[src/rtl/pc_pkg.sv]
// Shared types and constants for the PC / fetch-sequencing stage.
package pc_pkg;

  localparam int unsigned ADDR_W = 32;

  localparam logic [ADDR_W-1:0] RESET_PC_DEFAULT = 32'h0000_0000;
  localparam logic [ADDR_W-1:0] PC_STEP_DEFAULT  = 32'd4;

  // Fetch sequencer states.
  typedef enum logic [1:0] {
    BOOT  = 2'd0,
    REQ   = 2'd1,
    STALL = 2'd2
  } fetch_state_t;

  // Clear the byte-offset bits so a redirect always lands on a word boundary.
  function automatic logic [ADDR_W-1:0] align_word(input logic [ADDR_W-1:0] a);
    return {a[ADDR_W-1:2], 2'b00};
  endfunction

endpackage

[src/rtl/pc_next_mux.sv]
// Next-PC select: jump beats branch beats sequential advance beats hold.
module pc_next_mux
  import pc_pkg::*;
#(
  parameter logic [ADDR_W-1:0] PC_STEP = PC_STEP_DEFAULT
) (
  input  logic [ADDR_W-1:0] pc,
  input  logic              advance,
  input  logic              redirect_en,
  input  logic              jmp,
  input  logic [ADDR_W-1:0] jmp_target,
  input  logic              br_taken,
  input  logic [ADDR_W-1:0] br_target,
  output logic [ADDR_W-1:0] pc_next_c,
  output logic              redirect_c,
  output logic              misalign_c
);

  logic [ADDR_W-1:0] target_raw;

  // Prioritised target pick, alignment masking and misalignment detect.
  always_comb begin
    target_raw = jmp ? jmp_target : br_target;
    redirect_c = redirect_en & (jmp | br_taken);
    misalign_c = redirect_c & (target_raw[1:0] != 2'b00);
    if (redirect_c) begin
      pc_next_c = align_word(target_raw);
    end else if (advance) begin
      pc_next_c = ADDR_W'(pc + PC_STEP);
    end else begin
      pc_next_c = pc;
    end
  end

endmodule

[src/rtl/pc_fetch_ctrl.sv]
// Program counter and fetch sequencer feeding the IF/ID PC buffer.
module pc_fetch_ctrl
  import pc_pkg::*;
#(
  parameter logic [ADDR_W-1:0] RESET_PC = RESET_PC_DEFAULT,
  parameter logic [ADDR_W-1:0] PC_STEP  = PC_STEP_DEFAULT
) (
  input  logic              clk,
  input  logic              rst_n,
  input  logic              stall,
  input  logic              br_taken,
  input  logic [ADDR_W-1:0] br_target,
  input  logic              jmp,
  input  logic [ADDR_W-1:0] jmp_target,
  output logic              imem_req,
  output logic [ADDR_W-1:0] imem_addr,
  input  logic              imem_ack,
  output logic [ADDR_W-1:0] pc_out,
  output logic              pc_valid,
  output logic              misalign_err
);

  fetch_state_t      state_q, state_d;
  logic [ADDR_W-1:0] pc_q;
  logic [ADDR_W-1:0] pc_out_q, pc_out_d;
  logic              pc_valid_q, pc_valid_d;
  logic              req_q, req_d;
  logic              err_q, err_d;

  logic              fetch_ack_c;
  logic              redirect_en_c;
  logic [ADDR_W-1:0] pc_next_c;
  logic              redirect_c;
  logic              misalign_c;

  // An ack only counts while a request is actually on the bus.
  assign fetch_ack_c   = (state_q == REQ) & imem_ack;
  // Redirects are ignored during the single boot cycle.
  assign redirect_en_c = (state_q != BOOT);

  pc_next_mux #(
    .PC_STEP (PC_STEP)
  ) u_next (
    .pc          (pc_q),
    .advance     (fetch_ack_c),
    .redirect_en (redirect_en_c),
    .jmp         (jmp),
    .jmp_target  (jmp_target),
    .br_taken    (br_taken),
    .br_target   (br_target),
    .pc_next_c   (pc_next_c),
    .redirect_c  (redirect_c),
    .misalign_c  (misalign_c)
  );

  // Next-state and next-output decode. The state follows stall alone; a
  // redirect only changes the PC, and it squashes a same-cycle delivery.
  always_comb begin
    state_d    = state_q;
    pc_out_d   = pc_out_q;
    pc_valid_d = 1'b0;
    err_d      = err_q | misalign_c;

    unique case (state_q)
      BOOT: begin
        state_d = stall ? STALL : REQ;
      end
      REQ: begin
        state_d = stall ? STALL : REQ;
        if (imem_ack && !redirect_c) begin
          pc_valid_d = 1'b1;
          pc_out_d   = pc_q;
        end
      end
      STALL: begin
        state_d = stall ? STALL : REQ;
      end
      default: begin
        state_d = BOOT;
      end
    endcase

    req_d = (state_d == REQ);
  end

  // State and output registers.
  always_ff @(posedge clk or negedge rst_n) begin
    if (!rst_n) begin
      state_q    <= BOOT;
      pc_q       <= RESET_PC;
      pc_out_q   <= '0;
      pc_valid_q <= 1'b0;
      req_q      <= 1'b0;
      err_q      <= 1'b0;
    end else begin
      state_q    <= state_d;
      pc_q       <= pc_next_c;
      pc_out_q   <= pc_out_d;
      pc_valid_q <= pc_valid_d;
      req_q      <= req_d;
      err_q      <= err_d;
    end
  end

  assign imem_req     = req_q;
  assign imem_addr    = pc_q;
  assign pc_out       = pc_out_q;
  assign pc_valid     = pc_valid_q;
  assign misalign_err = err_q;

endmodule
[config.mk]
export PLATFORM = sky130hd
export DESIGN_NAME = pc_fetch_ctrl
export DESIGN_NICKNAME = d
export VERILOG_FILES = /design/src/rtl/pc_pkg.sv /design/src/rtl/pc_next_mux.sv /design/src/rtl/pc_fetch_ctrl.sv
export SDC_FILE = /design/constraint.sdc
export NUM_CORES = 1
export LEC_CHECK = 0
export BUFFER_PORTS_ARGS = -buffer_cell sky130_fd_sc_hd__buf_2
export CAP_MARGIN = 25
export CORE_UTILIZATION = 48
export DETAILED_ROUTE_END_ITERATION = 7
export PLACE_DENSITY = 0.88
export SLEW_MARGIN = 20
export SYNTH_ARGS = -nofsm -noshare
export SYNTH_HDL_FRONTEND = slang
export SYNTH_SLANG_ARGS = --single-unit
[constraint.sdc]
create_clock -name clk -period 2 [get_ports clk]
set_input_delay 0.4 -clock clk [delete_from_list [all_inputs] [get_ports clk]]
set_output_delay 0.4 -clock clk [all_outputs]
set_load 0.02 [all_outputs]
* Word-level counts from Yosys, hierarchy flattened
Index checks and enable logic that the tools add are counted.
Operators by class: mux-type cells 7, add/subtract/negate cells 1, eq/ne operators 3, bitwise operators 5, reduce and logical (&&, ||, !) cells 8
Operators by type and width (number):
- 32-bit two-way mux | 3
- 32-bit by 3-bit adder with 32-bit output (second input constant) | 1
- 2-bit nonzero test | 3
- 2-bit by 1-bit equality test with 1-bit output (second input constant) | 2
- 2-bit two-way mux | 2
- 1-bit bitwise AND | 3
- 3-bit OR reduction | 1
- 2-bit equality test (second input constant) | 1
- 2-bit zero test | 1
- 1-bit two-way mux | 2
- 1-bit bitwise OR | 2
- 2-bit AND reduction | 1
- 1-bit logical AND | 1
- 1-bit zero test | 1
Word-level totals: word-level logic and storage cells 30, flip-flop bits (word level) 69, output and inout bits 67, bits of input ports 70

* Depth between registers and ports, before layout
depth in word-level cells 6, mapped depth 7

* Cells and area by module
A second synthesis with hierarchy kept.
Unflattened totals: cells, all modules 311, area total of the unflattened synthesis 3609.7 um^2
Modules (own cells, without submodules):
- pc_fetch_ctrl | area an instance 2289.7 um^2, seq. area each 1701.6 um^2, cells an instance 110, times used 1
- pc_next_mux | area an instance 1320.0 um^2, seq. area each 0.0 um^2, cells an instance 201, times used 1

* Worst setup path before layout
Ideal clock, no wire load.
kind reg-to-reg, start point register pc_q[10] (netlist: imem_addr[10]), end point register pc_q[21] (netlist: imem_addr[21]), setup slack 0.063 ns, period minus slack after synthesis 1.937 ns, cell stages (with the launch flop) 6, library setup time 0.135 ns, arrival time 1.802 ns, path buffers 0, data required time 1.865 ns, path through dfrtp_1 nand3_2 or4_4 nor4_2 xnor2_1 a21oi_2
On the way: word-level cells in the longest chain between the ends 3
Ends and longest elaborated chain:
- start, declared | RTL line pc_fetch_ctrl.sv:24 | logic [ADDR_W-1:0] pc_q;
- start signal, assigned | RTL line pc_fetch_ctrl.sv:97 | pc_q <= pc_next_c;
- 32-bit by 3-bit adder with 32-bit output | RTL line pc_next_mux.sv:29 | pc_next_c = ADDR_W'(pc + PC_STEP);
- 32-bit two-way mux | RTL line pc_next_mux.sv:28 | end else if (advance) begin
- 32-bit two-way mux | RTL line pc_next_mux.sv:26 | if (redirect_c) begin
Every way passes these cells. The select of a mux whose other input is x is not followed. A chain may end at the register's enable or synchronous reset.

* Worst setup path in the final report
start point register pc_q[15] (netlist: imem_addr[15]), end point register pc_q[21] (netlist: imem_addr[21])
The elaborated chain is that of the path after synthesis.

==> summary.md <==
| Metric | Value |
|---|---|
| Outcome | finished, final reports clean |
| NetSw | 1570 uW |
| Synth cell types | 42 |
| Mapped Area | 0.00333 sq mm |
| Clock Pin Slew Worst Setup and Hold Paths | 0.07 ns |
| Clock latency on the worst-skew pair | around 0.34 ns |
| DR DRC count | 0 |
| Number of global-route vias before repair | 3,136 |
| Top-area cell type share of the netlist area | 0.481 |
| Clock skew | 0.00299 ns |
| Worst setup SP type | flop |
| Fmax | 537 MHz |
| RePlAce Congestion | a little under 0.8 |
| Kind of critical path | reg2reg |
| Initial Utilization | 0.510 |
| Ys Warns | 0 |
| Post-synth top flop | dfrtp_1 |
| Seq cells post-synth | 64 |
| Maximum vdd ir drop | roughly 0.00060 V |
| Data required, critical path | 2.22 ns |
| Power per cell area | 959 mW/mm^2 |
| Die ar. | roughly 0.0073 sq mm |
| Setup violations, final | 0 |
| CP arrival | ~2.1 ns |
| Async SR Flop Fraction | 1.00 |
| CP Buf/Inv Count | 0 |
| Root buf cell | clkbuf_8 |
| Sw Ratio | 0.372 |
| Inserted Clock Buffers | 9 |
| H-tree lvl count | 3 |
| PortBufs | approximately 130 |
| Static leakage | 0.00214 uW |
| Top cells by area, synth | dfrtp_1, nand2_1, a211oi_1 |
| Post-synth EDFFs | 0 |
| Area growth syn-to-layout | 31.9% |
| Overall global routing resource usage | 0.260 |
| Delay of the slowest critical-path stage | between 0.5 and 0.6 ns |
| Vias | between 3k and 4k |
| Routed vias/inst | 5.36 |
| WL final | slightly below 9 mm |
| Clock share of power | 0.248 |
| Nets | 581 |
| Chip height | roughly 85 microns |
| Final Slew Violations | 0 |
| Synthesized instance count | about 370 |
| R2r setup slk | 0.14 ns |
| Sequential element share of the synthesized area | 0.481 |
| Worst path slowest cell | or4_4 |
| Worst setup EP type | flop |
| Routed Antenna Nets | 0 |
| Sequential share of power | 0.431 |
| CP Max Fanout | 5 |
| RSZ-0062 raised after global routing | false |
| Total power | ~4200 uW |
| # Max-Cap Violations | 0 |
| Final min period | approximately 1.9 ns |
| Hold Vio Cnt, Final | 0 |
| Final worst path period share | 0.931 |
| Clock sinks | 64 |
| Drt wl/cell | about 15 microns |
| Post-synth top area cell | dfrtp_1 |
| Crit path cell chain | nand3_1 > or4_4 > nor4_2 > xnor2_1 > a21oi_2 |
| Die W | between 80 and 90 microns |
| Core area | 0.00653 sq mm |
| Mapped Avg Cell Area | 9.12 sq um |
| Grt ovf | 0 |
| Top-level I/O count | 137 |
| Pre-Repair DR Iteration Count | 4 |
| Largest net degree at the start of global routing | 65 |
| Max Buffers Root-to-Sink | 2 |
| # rows | 29 |
| Antenna cells | 0 |
| Setup TNS | 0 ns |
| Pint | roughly 2600 uW |
| CP top delay family | simple AND/OR/NAND/NOR gates |
| Iter 0 DRT Violations | 163 |
| First-pass GRT wire length | roughly 15 mm |
| Comb pwr share | 0.321 |
| Layout cells sized above 1 | 0.359 |
| Detail Placement HPWL | 6.57 mm |
| CTS tree | built |
| Worst hold path type | in2async |
| Initial antenna violation count | 0 |
[logic make-up after synthesis]
family	after synthesis	synth area share
XOR/XNOR	25	0.0658
buffers and inverters	27	0.0357
adder cells (fa/ha/maj)	1	0.00376
flip-flops	64	0.481
AO/OA/AOI/OAI	66	0.127
other	1	0.00113
multiplexers	6	0.0184
AND/OR/NAND/NOR	175	0.267
[Yosys cell counts, drive strengths merged (2+ instances only)]
cell / number
nand2: 95
dfrtp: 64
a211oi: 25
a21oi: 25
nor2b: 24
clkbuf: 16
xor2: 13
nand3: 12
nand4: 12
xnor2: 12
buf: 7
nor4: 7
o21ai: 7
nor2: 6
nor3: 6
mux2i: 5
and3: 4
inv: 4
a31oi: 3
o22ai: 3
or2: 3
or3: 2
[state kept, by name, summed over array words and instances, names as in the netlist]
name and cells:
pc_out 30, state_q 2, pc_valid 1, imem_addr 30
misalign_err 1
[power by group through the flow]
stage          logic, uW  registers (uW)  clock network [uW]
2_1_floorplan        444            2160                   0
3_3_place_gp        1320            1810                   0
3_5_place_dp        1360            1830                   0
4_1_cts             1360            1810                1050
5_1_grt             1470            1850                1120
6_report            1350            1810                1040
[routing by layer]
layer / up-vias / track usage / part of all wire / wire length [microns]
met4: 0 / 0.112 / 0.016 / 144
met1: 1503 / 0.329 / 0.43 / 3820
li1: 1545 / - / - / -
met2: 114 / 0.452 / 0.50 / 4410
met3: 14 / 0.0311 / 0.057 / 510
met5: - / 0 / 0 / 0
[cell usage in the layout, fill, tap and decap left out, drive strengths merged, types with 5 or more instances in the layout]
cell type,instances
buf,154
xor2,13
nor4,7
nand4,12
nand2,95
o21ai,7
a211oi,25
nor2b,24
nand3,12
nor2,6
dfrtp,64
nor3,6
clkbuf,12
a21oi,25
xnor2,12
mux2i,5
[metrics by stage]
step	hold slack [ns]	util	instances	setup slack, ns	instance area, sq um
after CTS	0.0753	0.672	592	0.105	4390
after floorplan	0.104	-	368	0.0628	3340
after global routing	0.101	0.672	592	0.00811	4390
final	0.0455	0.672	592	0.137	4390
after global placement	0.438	0.644	576	0.224	4210
after detailed placement	0.437	0.644	576	0.126	4210
[final cells by class]
cell class | instances | area (sq um)
sequential | 64 | 1600
inverter | 4 | 15.0
multi-input combinational | 277 | 1630
fill | 557 | 2140
clock buffer | 12 | 135
timing repair buffer | 154 | 863
tap | 77 | 96.3
clock inverter | 4 | 45.0
[path summary, 6_finish.rpt]
path                            cells after the start     startpoint            end
max in group asynchronous                           2          rst_n   imem_addr[2]
worst min register to register                      2     pc_out[18]     pc_out[18]
worst max-delay path                                5  imem_addr[15]  imem_addr[21]
worst min-delay path                                2          rst_n     pc_out[27]
worst max register to register                      5  imem_addr[15]  imem_addr[21]
min in group clk                                    2          stall     state_q[0]
[what timing repair did]
item | in CTS | in global routing
buffers inserted | 0 | 0
hold buffers | 0 | 0
gates resized for setup | 0 | 1
setup endpoints to repair | 0 | 1
No activity file was read; power rests on OpenSTA's default activity.
